**src/rtl/mmio_slave_decoder.sv**
```systemverilog
// mmio_slave_decoder: bridges one CPU load/store request at a time onto NUM_SLAVES
// fixed, equally sized peripheral windows starting at BASE_ADDR.
// Each transaction is IDLE -> ACCESS (one-cycle we/re strobe) -> RESP (held until taken).
// Optional feature macro: MMIO_DECODE_ERR_EN. When it is defined, misses and misaligned
// accesses report resp_err and loads that miss return 32'hDEAD_BEEF.
module mmio_slave_decoder #(
    parameter int unsigned NUM_SLAVES = 4,
    parameter logic [31:0] BASE_ADDR  = 32'h1000_0000,
    parameter int unsigned SLOT_SHIFT = 12
) (
    input  logic                     clk,
    input  logic                     reset,
    input  logic                     req_valid,
    output logic                     req_ready,
    input  logic                     req_write,
    input  logic [31:0]              req_addr,
    input  logic [31:0]              req_wdata,
    output logic                     resp_valid,
    input  logic                     resp_ready,
    output logic [31:0]              resp_rdata,
    output logic                     resp_err,
    output logic [NUM_SLAVES-1:0]    sl_we,
    output logic [NUM_SLAVES-1:0]    sl_re,
    output logic [31:0]              sl_wdata,
    input  logic [32*NUM_SLAVES-1:0] sl_rdata
);

    localparam int unsigned SlotW   = (NUM_SLAVES > 1) ? $clog2(NUM_SLAVES) : 1;
    localparam logic [63:0] WinSpan = 64'(NUM_SLAVES) << SLOT_SHIFT;

`ifdef MMIO_DECODE_ERR_EN
    localparam bit          ErrEn     = 1'b1;
    localparam logic [31:0] MissRdata = 32'hDEAD_BEEF;
`else
    localparam bit          ErrEn     = 1'b0;
    localparam logic [31:0] MissRdata = 32'h0000_0000;
`endif

    typedef enum logic [1:0] {
        StIdle,
        StAccess,
        StResp
    } state_e;

    state_e             state_q;
    logic               write_q;
    logic               hit_q;
    logic [SlotW-1:0]   slot_q;

    logic [31:0]           dec_off;
    logic                  dec_hit;
    logic [SlotW-1:0]      dec_slot;
    logic [NUM_SLAVES-1:0] dec_onehot;
    logic [31:0]           rd_sel;

    assign req_ready = (state_q == StIdle);

    // Address decode of the live request; only consumed on the accepting edge.
    // BASE_ADDR is window aligned and WinSpan is a multiple of 4, so using the full
    // address gives the same hit/slot as decoding with req_addr[1:0] forced to zero.
    always_comb begin
        dec_off  = req_addr - BASE_ADDR;
        dec_hit  = ({32'b0, dec_off} < WinSpan);
`ifdef MMIO_DECODE_ERR_EN
        if (req_addr[1:0] != 2'b00) begin
            dec_hit = 1'b0;
        end
`endif
        dec_slot = SlotW'(dec_off >> SLOT_SHIFT);
        dec_onehot = '0;
        for (int unsigned i = 0; i < NUM_SLAVES; i++) begin
            dec_onehot[i] = dec_hit && (dec_slot == SlotW'(i));
        end
    end

    // Read-data mux for the slot latched at acceptance.
    always_comb begin
        rd_sel = '0;
        for (int unsigned i = 0; i < NUM_SLAVES; i++) begin
            if (slot_q == SlotW'(i)) begin
                rd_sel = sl_rdata[32*i +: 32];
            end
        end
    end

    // Transaction FSM with registered strobes and response; async reset drops everything.
    always_ff @(posedge clk or negedge reset) begin
        if (!reset) begin
            state_q    <= StIdle;
            write_q    <= 1'b0;
            hit_q      <= 1'b0;
            slot_q     <= '0;
            sl_we      <= '0;
            sl_re      <= '0;
            sl_wdata   <= '0;
            resp_valid <= 1'b0;
            resp_rdata <= '0;
            resp_err   <= 1'b0;
        end else begin
            unique case (state_q)
                StIdle: begin
                    if (req_valid) begin
                        state_q  <= StAccess;
                        write_q  <= req_write;
                        hit_q    <= dec_hit;
                        slot_q   <= dec_slot;
                        sl_we    <= req_write ? dec_onehot : '0;
                        sl_re    <= req_write ? '0 : dec_onehot;
                        sl_wdata <= req_write ? req_wdata : '0;
                    end
                end
                StAccess: begin
                    state_q    <= StResp;
                    sl_we      <= '0;
                    sl_re      <= '0;
                    sl_wdata   <= '0;
                    resp_valid <= 1'b1;
                    resp_err   <= ErrEn & ~hit_q;
                    if (write_q) begin
                        resp_rdata <= '0;
                    end else if (hit_q) begin
                        resp_rdata <= rd_sel;
                    end else begin
                        resp_rdata <= MissRdata;
                    end
                end
                StResp: begin
                    if (resp_ready) begin
                        state_q    <= StIdle;
                        resp_valid <= 1'b0;
                        resp_rdata <= '0;
                        resp_err   <= 1'b0;
                    end
                end
                default: begin
                    state_q <= StIdle;
                end
            endcase
        end
    end

endmodule

```
**config.mk**
```make
export PLATFORM = sky130hd
export DESIGN_NAME = mmio_slave_decoder
export DESIGN_NICKNAME = d
export VERILOG_FILES = /design/src/rtl/mmio_slave_decoder.sv
export SDC_FILE = /design/constraint.sdc
export NUM_CORES = 1
export LEC_CHECK = 0
export BUFFER_PORTS_ARGS = -buffer_cell sky130_fd_sc_hd__buf_2
export CAP_MARGIN = 20
export CORE_AREA = 3 3 105 107
export DETAILED_ROUTE_END_ITERATION = 6
export DIE_AREA = 0 0 108 110
export PLACE_DENSITY = 0.79
export SLEW_MARGIN = 10
export SYNTH_ARGS = -nofsm -noshare
export SYNTH_HDL_FRONTEND = slang
export SYNTH_SLANG_ARGS = --single-unit
```
**constraint.sdc**
```tcl
create_clock -name clk -period 2.7 [get_ports clk]
set_input_delay 0.81 -clock clk [delete_from_list [all_inputs] [get_ports clk]]
set_output_delay 0.81 -clock clk [all_outputs]
set_load 0.01 [all_outputs]
```
---- Word level (Yosys, flattened, before mapping) ----
Cells that the tools add are included.
operators by class
  add/subtract/negate cells ............... 1
  $lt $le $gt $ge ......................... 1
  eq/ne operators ......................... 10
  multiplexer cells ....................... 23
  reductions and logical operators ........ 13
operator list
  kind                                                           count
  2-to-1 mux 32 bit                                              9
  case mux 32 bit (2 select lines)                               2
  less-than comparator 32 x 15 -> 1 bit (second input constant)  1
  subtractor 32 x 29 -> 32 bit (second input constant)           1
  2-to-1 mux 4 bit                                               4
  case mux 4 bit (2 select lines)                                2
  == test 2 bit (second input constant)                          5
  AND reduction 2 bit                                            4
  == test 2 x 1 -> 1 bit (second input constant)                 3
  logical NOT 2 bit                                              3
  case mux 2 bit (3 select lines)                                1
  logical AND 1 bit                                              4
  2-to-1 mux 2 bit                                               2
  != test 2 bit (second input constant)                          2
  case mux 1 bit (2 select lines)                                2
  nonzero test 2 bit                                             2
  2-to-1 mux 1 bit                                               1
word-level totals
  register bits after elaboration ......... 80
  input port bits ......................... 197
  output and inout bits ................... 75
  logic and storage cells ................. 58

---- Depth between registers and ports, before layout ----
  depth in word-level cells ............... 8
  mapped depth ............................ 5
  depth with buffers taken out ............ 4

---- Worst setup path after synthesis ----
Ideal clock, no wire load.
  path kind ............................... input to register
  start ................................... in req_addr[17]
  end ..................................... reg sl_we[0]
  library setup time ...................... 0.110 ns
  data arrival time ....................... 1.673 ns
  required time ........................... 2.590 ns
  setup slack ............................. 0.917 ns
  stages .................................. 3
  buffers on the path ..................... 0
  path through ............................ nor4_1 > nand3_2 > o41ai_1
between the ends
  word-level cells in the longest chain between the ends .. 6
RTL lines
  what                                   line  RTL
  start, declared                        16    input logic [31:0] req_addr,
  subtractor 32 x 29 -> 32 bit           62    dec_off = req_addr - BASE_ADDR;
  less-than comparator 32 x 15 -> 1 bit  63    dec_hit = ({32'b0, dec_off} < WinSpan);
  logical AND 1 bit                      72    dec_onehot[i] = dec_hit && (dec_slot == SlotW'(i));
  2-to-1 mux 4 bit                       107   sl_we <= req_write ? dec_onehot : '0;
  2-to-1 mux 4 bit                       102   if (req_valid) begin
  case mux 4 bit (2 select lines)        100   unique case (state_q)
  end signal, assigned                   107
  end, declared                          22    output logic [NUM_SLAVES-1:0] sl_we,
Every way passes these cells. The select of a mux whose other input is x is not followed.
A chain may end at the register's enable or synchronous reset.

---- Worst setup path in the final report ----
  start ................................... reg state_q[0]
  end ..................................... out req_ready
between the ends
  word-level cells in the longest chain between the ends .. 1
RTL lines
  what                    line  RTL
  start, declared         45    state_e state_q;
  start signal, assigned  89    state_q <= StIdle;
  start signal, assigned  103   state_q <= StAccess;
  start signal, assigned  113   state_q <= StResp;
  logical NOT 2 bit       56    assign req_ready = (state_q == StIdle);
  end, declared           14    output logic req_ready,
Every way passes these cells.

==> impl_metrics.csv <==
group,metric,value,unit
global_route,grtUsageMet2,0.348,
global_route,antenna_found_initial,0,
setup_path,critPathMaxFanout,8,
floorplanning,die_w,108,µm
run,max_cap_viol_count,0,
timing,slew_headroom,0.656,
logic_synthesis,synth.most_common_cell,"dfrtp_1",
global_route,busiest_layer,"met2",
logic_synthesis,async_flop_share,1.00,
final_layout,final_area,5380,µm²
placed_design,gp_congestion,0.858,
pwr,power_leakage,2.87,nW
timing,min_period,1910,ps
setup_path,start_kind,"flop",
logic_synthesis,yosys_warnings,0,
logic_synthesis,syn_area,3760,µm²
clock_network,cts-root-buf,"clkbuf_8",
logic_synthesis,synth_cells,253,
logic_synthesis,synth_edf_count,0,
routing,ant_nets,0,
final_layout,fin_nets,701,
pwr,pwr-share-comb,0.386,
final_layout,fillerInstances,895,
setup_path,arrival,1100,ps
setup_path,reg2regPathDepth,3,
timing,setup_viol,0,
setup_path,end_kind,"output pin",
pwr,vdd_drop_max,0.376,mV
timing,rsz0062_at_grt,"false",
floorplanning,core_area,10200,µm²
clock_network,cts_tree,"yes",
setup_path,critPathKind,"reg2out",
global_route,grt_max_degree,42,
logic_synthesis,netlist_top_cells_count,"dfrtp_1, a22o_1, mux4_2, nand2_1, buf_2",
pwr,power_density,742,nW/µm²
final_layout,ff_latch_area,1980,µm²
global_route,grtUsageTotal,0.188,
routing,drcViolationCount,0,
pwr,power_frac_clock,0.230,
floorplanning,initial_core_util,0.367,
global_route,gr-usage-met3,0.0472,
timing,tightest_slew,516,ps
pwr,internal_power,2.62,mW
final_layout,antenna_cells,0,
clock_network,clock_path_buffers,2,
floorplanning,rows,37,
floorplanning,die_y,110,µm
clock_network,cts_setup_buffers,0,
clock_network,cts_buffers,9,
routing,wire_per_inst,18.3,µm
timing,period_share,0.706,
clock_network,cts.sinks,79,
routing,drtIter0Drc,200,
global_route,grt_pass1_vias,3491,
pwr,p_sw,1.38,mW
timing,finalMaxSlewViolations,0,
placed_design,io_buffer_count,258,
timing,timing.fmax,0.524,GHz
hold_path,hp-class,"in2async",
floorplanning,num_io_pins,272,
timing,setup_tns,0,ps
setup_path,cp.required,1890,ps
routing,wirelength,11800,µm
pwr,share_seq_of_total_power,0.384,
pwr,swShare,0.345,
logic_synthesis,synth.distinct_cells,33,
logic_synthesis,syn-num-nets,450,
timing,final-hold-violation-count,0,
clock_network,cts-htree-levels,3,
logic_synthesis,netlist_top_cells_area,"dfrtp_1, mux4_2, a22o_1",
timing,finClkSkew,12.9,ps
clock_network,cts_resized,0,
final_layout,multi_input_area,1630,µm²
clock_network,worstSkewPairLatency,340,ps
final_layout,area_growth,43.2,%
logic_synthesis,yosys.area.top_type,"dfrtp_1",
logic_synthesis,synth_top_area_share,0.526,
global_route,grt_pass1_wl,17200,µm
status,status,"completed",
logic_synthesis,ys_seq_area_frac,0.526,
routing,vias,3411,
logic_synthesis,synth_area_per_cell,14.9,µm²
floorplanning,die-area,11900,µm²
routing,drt-pass1-iter-count,5,
placed_design,detailed_place_hpwl,9310,µm
logic_synthesis,ys_ff_latch,79,
routing,vias_per_cell,5.29,
clock_network,hold_buffers,0,
global_route,globalRouteOverflowTotal,0,
clock_network,clk_pin_slew,90,ps
logic_synthesis,synth_flop_cell,"dfrtp_1",
placed_design,post_dp_cell_area,5170,µm²
global_route,gr-usage-met1,0.213,
final_layout,layout-drive-gt1-share,0.639,
==> path summary, 6_finish.rpt <==
path                                   startpoint                    endpoint  slack [ps]
min in group clk             sl_we[3]$_DFFE_PN0P_        sl_we[3]$_DFFE_PN0P_         480
setup / recovery           state_q[0]$_DFFE_PN0P_                   req_ready         790
setup reg to reg            slot_q[0]$_DFFE_PN0P_  resp_rdata[30]$_DFFE_PN0P_         900
hold reg to reg              sl_we[3]$_DFFE_PN0P_        sl_we[3]$_DFFE_PN0P_         480
hold / removal                              reset  resp_rdata[20]$_DFFE_PN0P_         420
max in group asynchronous                   reset   resp_rdata[1]$_DFFE_PN0P_        1650
==> through the flow <==
stage / util / total power [mW] / instances / setup WS, ps / hold slack, ps
3_5_place_dp: 0.505 / 3.12 / 629 / 564 / 464
6_report: 0.526 / 3.99 / 645 / 793 / 423
4_1_cts: 0.526 / 4.06 / 645 / 758 / 434
5_1_grt: 0.526 / 4.24 / 645 / 722 / 451
2_1_floorplan: - / 2.60 / 253 / 917 / 442
3_3_place_gp: 0.505 / 3.07 / 629 / 711 / 451
==> layout make-up <==
class                   count  share of cell area
flip-flops and latches     79               0.368
repair buffers            265               0.255
multi-input cells         145               0.303
inverters                   4             0.00372
well taps                 136              0.0316
clock inverters             7              0.0167
clock buffers               9              0.0230
==> power by group through the flow <==
| stage | Sequential (mW) | Clock (mW) | Combinational [mW] |
|---|---|---|---|
| finish | 1.53 | 0.920 | 1.54 |
| global route | 1.57 | 1.01 | 1.66 |
| CTS | 1.54 | 0.958 | 1.57 |
| detailed placement | 1.56 | 0 | 1.56 |
| global placement | 1.55 | 0 | 1.52 |
| floorplan | 1.55 | 0 | 1.05 |
==> placed cells by master (no fill, tap or decap), types with 2 or more instances in the layout <==
cell type and n:
a21o_1 2, a22o_1 64, buf_12 2, buf_2 257, buf_4 6, clkbuf_8 9
clkinv_4 2, clkinvlp_4 2, dfrtp_1 78, inv_1 3, mux4_2 32, nand2_1 11
nand3_1 2, nand4_1 3, nor2_1 4, nor2b_1 2, o21ai_0 5, o31ai_2 2
o41ai_1 4
==> routing by layer <==
metal | part of all wire | up-vias
li1 | - | 1515
met5 | 0 | -
met1 | 0.38 | 1688
met2 | 0.53 | 187
met3 | 0.078 | 21
met4 | 0.013 | 0
==> sequential cells by signal (all words and copies together) (netlist names) <==
name,flops
sl_we,4
slot_q,2
state_q,2
sl_re,4
resp_rdata,32
resp_valid,1
hit_q,1
sl_wdata,32
write_q,1
==> critical path, stage by stage, from the launching register on <==
cell and delay [ps]:
dfrtp_1 490, nor2_1 120, buf_2 150
==> cells by family (layout without fill, tap and decap cells) <==
group	Yosys count	in the layout	share of synthesized area
AOI/OAI and AO/OA	81	81	0.183
DFF	79	79	0.526
muxes	32	32	0.192
and+or+nand+nor	31	31	0.0529
buffers and inverters	29	285	0.0456
other	1	1	0.000998
(Power assumes the default switching activity.)
